$ cat src/rtl/dac_spi_tx.sv
// dac_spi_tx: serial write engine for the board DAC and three reference DACs.
// Takes one DATA_W-bit command plus a 2-bit target select through a valid/ready
// handshake and shifts it out MSB-first in SPI mode 0 (sclk idles low, slave
// samples on the rising edge) with the selected chip-select held low.
// Optional feature: define DAC_SPI_LDAC_EN to add the ldac_n port and a
// post-frame load-strobe state; done then follows the end of the strobe.
module dac_spi_tx #(
    parameter int DATA_W   = 16,
    parameter int CLK_DIV  = 4,
    parameter int CS_SETUP = 2,
    parameter int CS_HOLD  = 2,
    parameter int CS_GAP   = 2,
    parameter int LDAC_W   = 2
) (
    input  logic              clk,
    input  logic              rst,
    input  logic              cmd_valid,
    output logic              cmd_ready,
    input  logic [DATA_W-1:0] cmd_data,
    input  logic [1:0]        cmd_sel,
    output logic              sdi,
    output logic              sclk,
    output logic [3:0]        cs_n,
    output logic              busy,
`ifdef DAC_SPI_LDAC_EN
    output logic              ldac_n,
`endif
    output logic              done
);

    // One shared cycle counter times every phase, so it must hold the longest one.
    localparam int MAX_A   = (CS_SETUP > CLK_DIV) ? CS_SETUP : CLK_DIV;
    localparam int MAX_B   = (CS_HOLD > CS_GAP) ? CS_HOLD : CS_GAP;
    localparam int MAX_C   = (MAX_A > MAX_B) ? MAX_A : MAX_B;
    localparam int MAX_CNT = (MAX_C > LDAC_W) ? MAX_C : LDAC_W;
    localparam int CNT_W   = (MAX_CNT > 1) ? $clog2(MAX_CNT) : 1;
    localparam int BIT_W   = (DATA_W > 1) ? $clog2(DATA_W) : 1;

    localparam logic [CNT_W-1:0] SETUP_LAST = CNT_W'(CS_SETUP - 1);
    localparam logic [CNT_W-1:0] DIV_LAST   = CNT_W'(CLK_DIV - 1);
    localparam logic [CNT_W-1:0] HOLD_LAST  = CNT_W'(CS_HOLD - 1);
    localparam logic [CNT_W-1:0] GAP_LAST   = CNT_W'(CS_GAP - 1);
`ifdef DAC_SPI_LDAC_EN
    localparam logic [CNT_W-1:0] LDAC_LAST  = CNT_W'(LDAC_W - 1);
`endif
    localparam logic [BIT_W-1:0] BIT_LAST   = BIT_W'(DATA_W - 1);

    typedef enum logic [2:0] {
        ST_IDLE,
        ST_SETUP,
        ST_SHIFT,
        ST_HOLD,
        ST_GAP
`ifdef DAC_SPI_LDAC_EN
        , ST_LDAC
`endif
    } state_t;

    state_t              state_q, state_d;
    logic [CNT_W-1:0]    cnt_q, cnt_d;
    logic [BIT_W-1:0]    bit_q, bit_d;
    logic                phase_q, phase_d;
    logic [DATA_W-1:0]   shreg_q, shreg_d;
    logic [1:0]          sel_q, sel_d;
    logic                sdi_d, sclk_d, busy_d, done_d;
    logic [3:0]          cs_n_d;
`ifdef DAC_SPI_LDAC_EN
    logic                ldac_n_d;
`endif

    assign cmd_ready = (state_q == ST_IDLE);

    // Next-state logic plus next values of the pins, computed from the next
    // state so every pin can be a plain flop with no path from cmd_* to the pad.
    always_comb begin
        state_d = state_q;
        cnt_d   = cnt_q + 1'b1;
        bit_d   = bit_q;
        phase_d = phase_q;
        shreg_d = shreg_q;
        sel_d   = sel_q;

        case (state_q)
            ST_IDLE: begin
                cnt_d = '0;
                if (cmd_valid) begin
                    state_d = ST_SETUP;
                    shreg_d = cmd_data;
                    sel_d   = cmd_sel;
                end
            end
            ST_SETUP: begin
                if (cnt_q == SETUP_LAST) begin
                    state_d = ST_SHIFT;
                    cnt_d   = '0;
                    phase_d = 1'b0;
                    bit_d   = BIT_LAST;
                end
            end
            ST_SHIFT: begin
                if (cnt_q == DIV_LAST) begin
                    cnt_d = '0;
                    if (!phase_q) begin
                        phase_d = 1'b1;
                    end else if (bit_q == '0) begin
                        state_d = ST_HOLD;
                        phase_d = 1'b0;
                    end else begin
                        phase_d = 1'b0;
                        bit_d   = bit_q - 1'b1;
                        shreg_d = {shreg_q[DATA_W-2:0], 1'b0};
                    end
                end
            end
            ST_HOLD: begin
                if (cnt_q == HOLD_LAST) begin
                    state_d = ST_GAP;
                    cnt_d   = '0;
                end
            end
            ST_GAP: begin
                if (cnt_q == GAP_LAST) begin
                    cnt_d = '0;
`ifdef DAC_SPI_LDAC_EN
                    state_d = ST_LDAC;
`else
                    state_d = ST_IDLE;
`endif
                end
            end
`ifdef DAC_SPI_LDAC_EN
            ST_LDAC: begin
                if (cnt_q == LDAC_LAST) begin
                    state_d = ST_IDLE;
                    cnt_d   = '0;
                end
            end
`endif
            default: begin
                state_d = ST_IDLE;
                cnt_d   = '0;
            end
        endcase

        sdi_d  = 1'b0;
        sclk_d = 1'b0;
        cs_n_d = 4'b1111;
        busy_d = (state_d != ST_IDLE);
`ifdef DAC_SPI_LDAC_EN
        ldac_n_d = (state_d != ST_LDAC);
        done_d   = (state_q == ST_LDAC) && (state_d == ST_IDLE);
`else
        done_d   = (state_q == ST_HOLD) && (state_d == ST_GAP);
`endif
        if ((state_d == ST_SETUP) || (state_d == ST_SHIFT) || (state_d == ST_HOLD)) begin
            cs_n_d = ~(4'b0001 << sel_d);
            sdi_d  = shreg_d[DATA_W-1];
            sclk_d = (state_d == ST_SHIFT) && phase_d;
        end
    end

    // State, counters, captured command and registered pins; reset aborts any frame.
    always_ff @(posedge clk or posedge rst) begin
        if (rst) begin
            state_q <= ST_IDLE;
            cnt_q   <= '0;
            bit_q   <= '0;
            phase_q <= 1'b0;
            shreg_q <= '0;
            sel_q   <= '0;
            sdi     <= 1'b0;
            sclk    <= 1'b0;
            cs_n    <= 4'b1111;
            busy    <= 1'b0;
            done    <= 1'b0;
`ifdef DAC_SPI_LDAC_EN
            ldac_n  <= 1'b1;
`endif
        end else begin
            state_q <= state_d;
            cnt_q   <= cnt_d;
            bit_q   <= bit_d;
            phase_q <= phase_d;
            shreg_q <= shreg_d;
            sel_q   <= sel_d;
            sdi     <= sdi_d;
            sclk    <= sclk_d;
            cs_n    <= cs_n_d;
            busy    <= busy_d;
            done    <= done_d;
`ifdef DAC_SPI_LDAC_EN
            ldac_n  <= ldac_n_d;
`endif
        end
    end

endmodule

$ cat config.mk
export PLATFORM = sky130hd
export DESIGN_NAME = dac_spi_tx
export DESIGN_NICKNAME = d
export VERILOG_FILES = /design/src/rtl/dac_spi_tx.sv
export SDC_FILE = /design/constraint.sdc
export NUM_CORES = 1
export LEC_CHECK = 0
export BUFFER_PORTS_ARGS = -buffer_cell sky130_fd_sc_hd__clkbuf_2
export CAP_MARGIN = 20
export CORE_MARGIN = 1
export CORE_UTILIZATION = 54
export DETAILED_ROUTE_END_ITERATION = 8
export GPL_ROUTABILITY_DRIVEN = 0
export PLACE_DENSITY = 0.81
export SLEW_MARGIN = 20
export SYNTH_ARGS = -nofsm -noshare
export SYNTH_HDL_FRONTEND = slang
export SYNTH_SLANG_ARGS = --single-unit
$ cat constraint.sdc
create_clock -name clk -period 2.08 [get_ports clk]
set_input_delay 0.104 -clock clk [delete_from_list [all_inputs] [get_ports clk]]
set_output_delay 0.104 -clock clk [all_outputs]
set_load 0.01 [all_outputs]
==> PnR_summary.wiki <==
{| class="wikitable"
! Metric !! Value
|-
| Vias in the first global route || 1372
|-
| Ratio of cells with drive above 1 in the final layout || 0.257
|-
| Total number of nets in the final design || 242
|-
| Combined global-route utilization of all metal layers || 0.227
|-
| Post-CTS Hold Fix Bufs || 17
|-
| Drt total wl || 3340 µm
|-
| Io pins || 30
|-
| Required @ worst endpoint || 2.33 ns
|-
| Setup Crit Path Kind || flop to flop
|-
| Row cnt || 19
|-
| Max Clock Skew || 0.0114 ns
|-
| Gate count of the mapped netlist || 167
|-
| Reported max-cap violation count || 0
|-
| CTS HTree Levels || 2
|-
| Number of buffers created by CTS || 5
|-
| Period utilization || 0.860
|-
| Routed via count divided by cell count || 5.70
|-
| Area used by multi-input combinational logic || 709 µm²
|-
| Number of hold-slack violations in the final timing report || 0
|-
| Minimum clock period after layout || 1.79 ns
|-
| Largest net degree at the start of global routing || 37
|-
| Mean instance size in the synthesized netlist || 10.1 µm²
|-
| Worst-Skew Late Latency || 0.35 ns
|-
| Most frequent standard cell in the layout excluding fill and tap cells || nand2_1
|-
| Mapped Area || 0.00169 mm²
|-
| Area growth, synth to finish || 25.8%
|-
| Area share of the largest cell type after synthesis || 0.475
|-
| First DRT Iteration DRCs || 60
|-
| Post-CTS setup buffers || 0
|-
| Final setup violating endpoints || 0
|-
| Sequential cell area fraction in the yosys report || 0.537
|-
| Die Height || 57.9 µm
|-
| Max transition margin || 0.675
|-
| Storage element area || 906 µm²
|-
| Element type at the critical path start || flop
|-
| Die Area || 0.00335 mm²
|-
| Antenna Nets Post-Route || 0
|-
| Maximum clock insertion buffer count || 2
|-
| Critical path cell sequence || inv_1 > ha_1 > nor3b_2 > o32a_1 > a221o_1 > and2_1
|-
| Peak fanout along the critical path || 4
|-
| DRC viols || 2
|-
| Antenna violations before repair || 0
|-
| Achievable Freq || 559 MHz
|-
| Dominant cells by area after synthesis || dfrtp_1 (48%), nand2_1 (8.9%), a22oi_1 (6.2%)
|-
| Syn. warnings || 0
|-
| Detailed-route wire length per cell || 13.4 µm
|-
| Status || finished with violations
|-
| Post-layout instance count excluding filler cells || 249
|-
| Clock tree from TritonCTS || yes
|-
| Root buffer cell || clkbuf_4
|-
| Total of flip-flops plus latches after synthesis || 36
|-
| Residual overflow from global routing || 0
|-
| CP Data Arrival Time || 2.04 ns
|-
| Most used flip-flop cell after synthesis || dfrtp_1
|-
| Highest-delay cell along the critical path || dfrtp_1
|-
| Effective utilization at floorplan || 0.591
|-
| Number of search-and-repair iterations in the first detailed-routing pass || 6
|-
| IR Drop Worst-Case VDD || 517 µV
|-
| Wire length of the first global-routing pass || 5720 µm
|-
| RSZ-0062 raised after global routing || false
|-
| Number of fill cells || 208
|-
| Final slew viol count || 0
|-
| Number of enable flip-flop cells after synthesis || 0
|-
| Port-buffer cells || 29
|-
| Hold/Removal Path Class || primary input to flop
|-
| Cell taking the most area after synthesis || dfrtp_1
|-
| Placeable core region || 0.00285 mm²
|-
| Routed vias || 1419
|-
| CP peak stage delay || 0.42 ns
|-
| Capturing element type of the critical path || flop
|-
| Detailed-placement wirelength estimate || 2240 µm
|-
| Post-route setup TNS || 0 ns
|-
| Most used cells in the layout excluding fill and tap cells || nand2_1 (40), dfrtp_1 (32), clkbuf_2 (29), dlygate4sd3_1 (17), a22oi_1 (14)
|-
| Failing checks || DRC
|-
| Tightest Pin Transition || 0.486 ns
|-
| Clock transition time at the flip-flop clock pins of the worst setup and hold paths || 0.11 ns
|-
| Placed cells || 224
|-
| Post-synthesis cell type count || 38
|-
| Sinks on Clock Net || 36
|-
| Synthesized Nets || 192
|-
| Leakage || 1.03 nW
|-
| Post-synth ARST share || 1.00
|-
| Cell Pwr Density || 620 mW/mm²
|-
| Antenna diode count || 0
|-
| Die Wd || 57.9 µm
|-
| Total of cells resized after clock tree synthesis || 0
|}
## sequential cells by signal (all words and copies together), names as in the netlist
name and flops:
bit_q 4, sclk 1, done 1, sel_q 2, cnt_q 2, cs_n 4
shreg_q 16, state_q 3, phase_q 1, busy 1, sdi 1
## power by group
group / switching [mW] / leakage (nW) / internal, mW
Sequential: 0.00980 / 0.435 / 0.720
Combinational: 0.0389 / 0.556 / 0.0507
Clock: 0.244 / 0.0412 / 0.250
Total: 0.293 / 1.03 / 1.02
## path summary, 6_finish.rpt
check	start	end	slack (ns)	depth (start not counted)
min in group asynchronous	rst	phase_q	0.36	4
max in group asynchronous	rst	cs_n[1]	1.37	4
setup / recovery	bit_q[0]	sdi	0.29	6
hold / removal	cmd_sel[1]	sel_q[1]	0.01	3
setup reg to reg	bit_q[0]	sdi	0.29	6
hold reg to reg	shreg_q[12]	shreg_q[12]	0.50	2
## cells in the mapped netlist, types with 2 or more instances
| library cell | instances |
|---|---|
| a211oi_1 | 2 |
| a21oi_1 | 5 |
| a22oi_1 | 14 |
| a31oi_1 | 2 |
| and2_1 | 2 |
| buf_2 | 3 |
| clkbuf_1 | 3 |
| dfrtp_1 | 32 |
| dfstp_2 | 4 |
| ha_1 | 4 |
| inv_1 | 9 |
| mux2i_1 | 2 |
| nand2_1 | 40 |
| nand2b_1 | 3 |
| nor2_1 | 5 |
| nor3_1 | 5 |
| nor3b_1 | 5 |
| o21ai_0 | 6 |
| or3b_2 | 2 |
## layer usage
| metal | vias up | share of wire | track usage |
|---|---|---|---|
| met5 | - | 0 | 0 |
| met4 | 0 | 0.013 | 0.0816 |
| met3 | 9 | 0.051 | 0.0469 |
| met2 | 50 | 0.51 | 0.404 |
| met1 | 678 | 0.42 | 0.271 |
| li1 | 682 | - | - |
## critical path, delay by kind of cell (launching register included)
family,cells,cell delay [ns]
flops,1,0.42
simple gates,2,0.33
compound gates,2,0.68
buf+inv,1,0.06
fa+ha+maj,1,0.22
## cells by family after synthesis
family                     Yosys count  share of synthesized area
and+or+nand+nor                     70                      0.215
AOI/OAI and AO/OA                   37                      0.154
DFF                                 36                      0.537
buffers and inverters               17                     0.0468
adders and majority gates            4                     0.0297
muxes                                2                     0.0119
xor gates and xnor gates             1                    0.00520
## cell type report
class | instances | area share
clock buffer | 5 | 0.0177
tap | 31 | 0.0183
inverter | 9 | 0.0159
clock inverter | 3 | 0.0201
timing repair buffer | 51 | 0.166
sequential | 36 | 0.427
multi-input combinational | 114 | 0.335
## per-stage QoR
| stage | utilization | setup WS [ns] | total power [mW] | area (µm²) | hold WS (ns) |
|---|---|---|---|---|---|
| final | 0.743 | 0.292 | 1.31 | 2120 | 0.0146 |
| after global placement | 0.656 | 0.375 | 0.804 | 1870 | 0.200 |
| after detailed placement | 0.656 | 0.306 | 0.808 | 1870 | 0.206 |
| after global routing | 0.743 | 0.172 | 1.36 | 2120 | 0.0243 |
| after CTS | 0.743 | 0.287 | 1.32 | 2120 | 0.000265 |
| after floorplan | - | 0.346 | 0.772 | 1690 | 0.209 |
(Power assumes the default switching activity.)
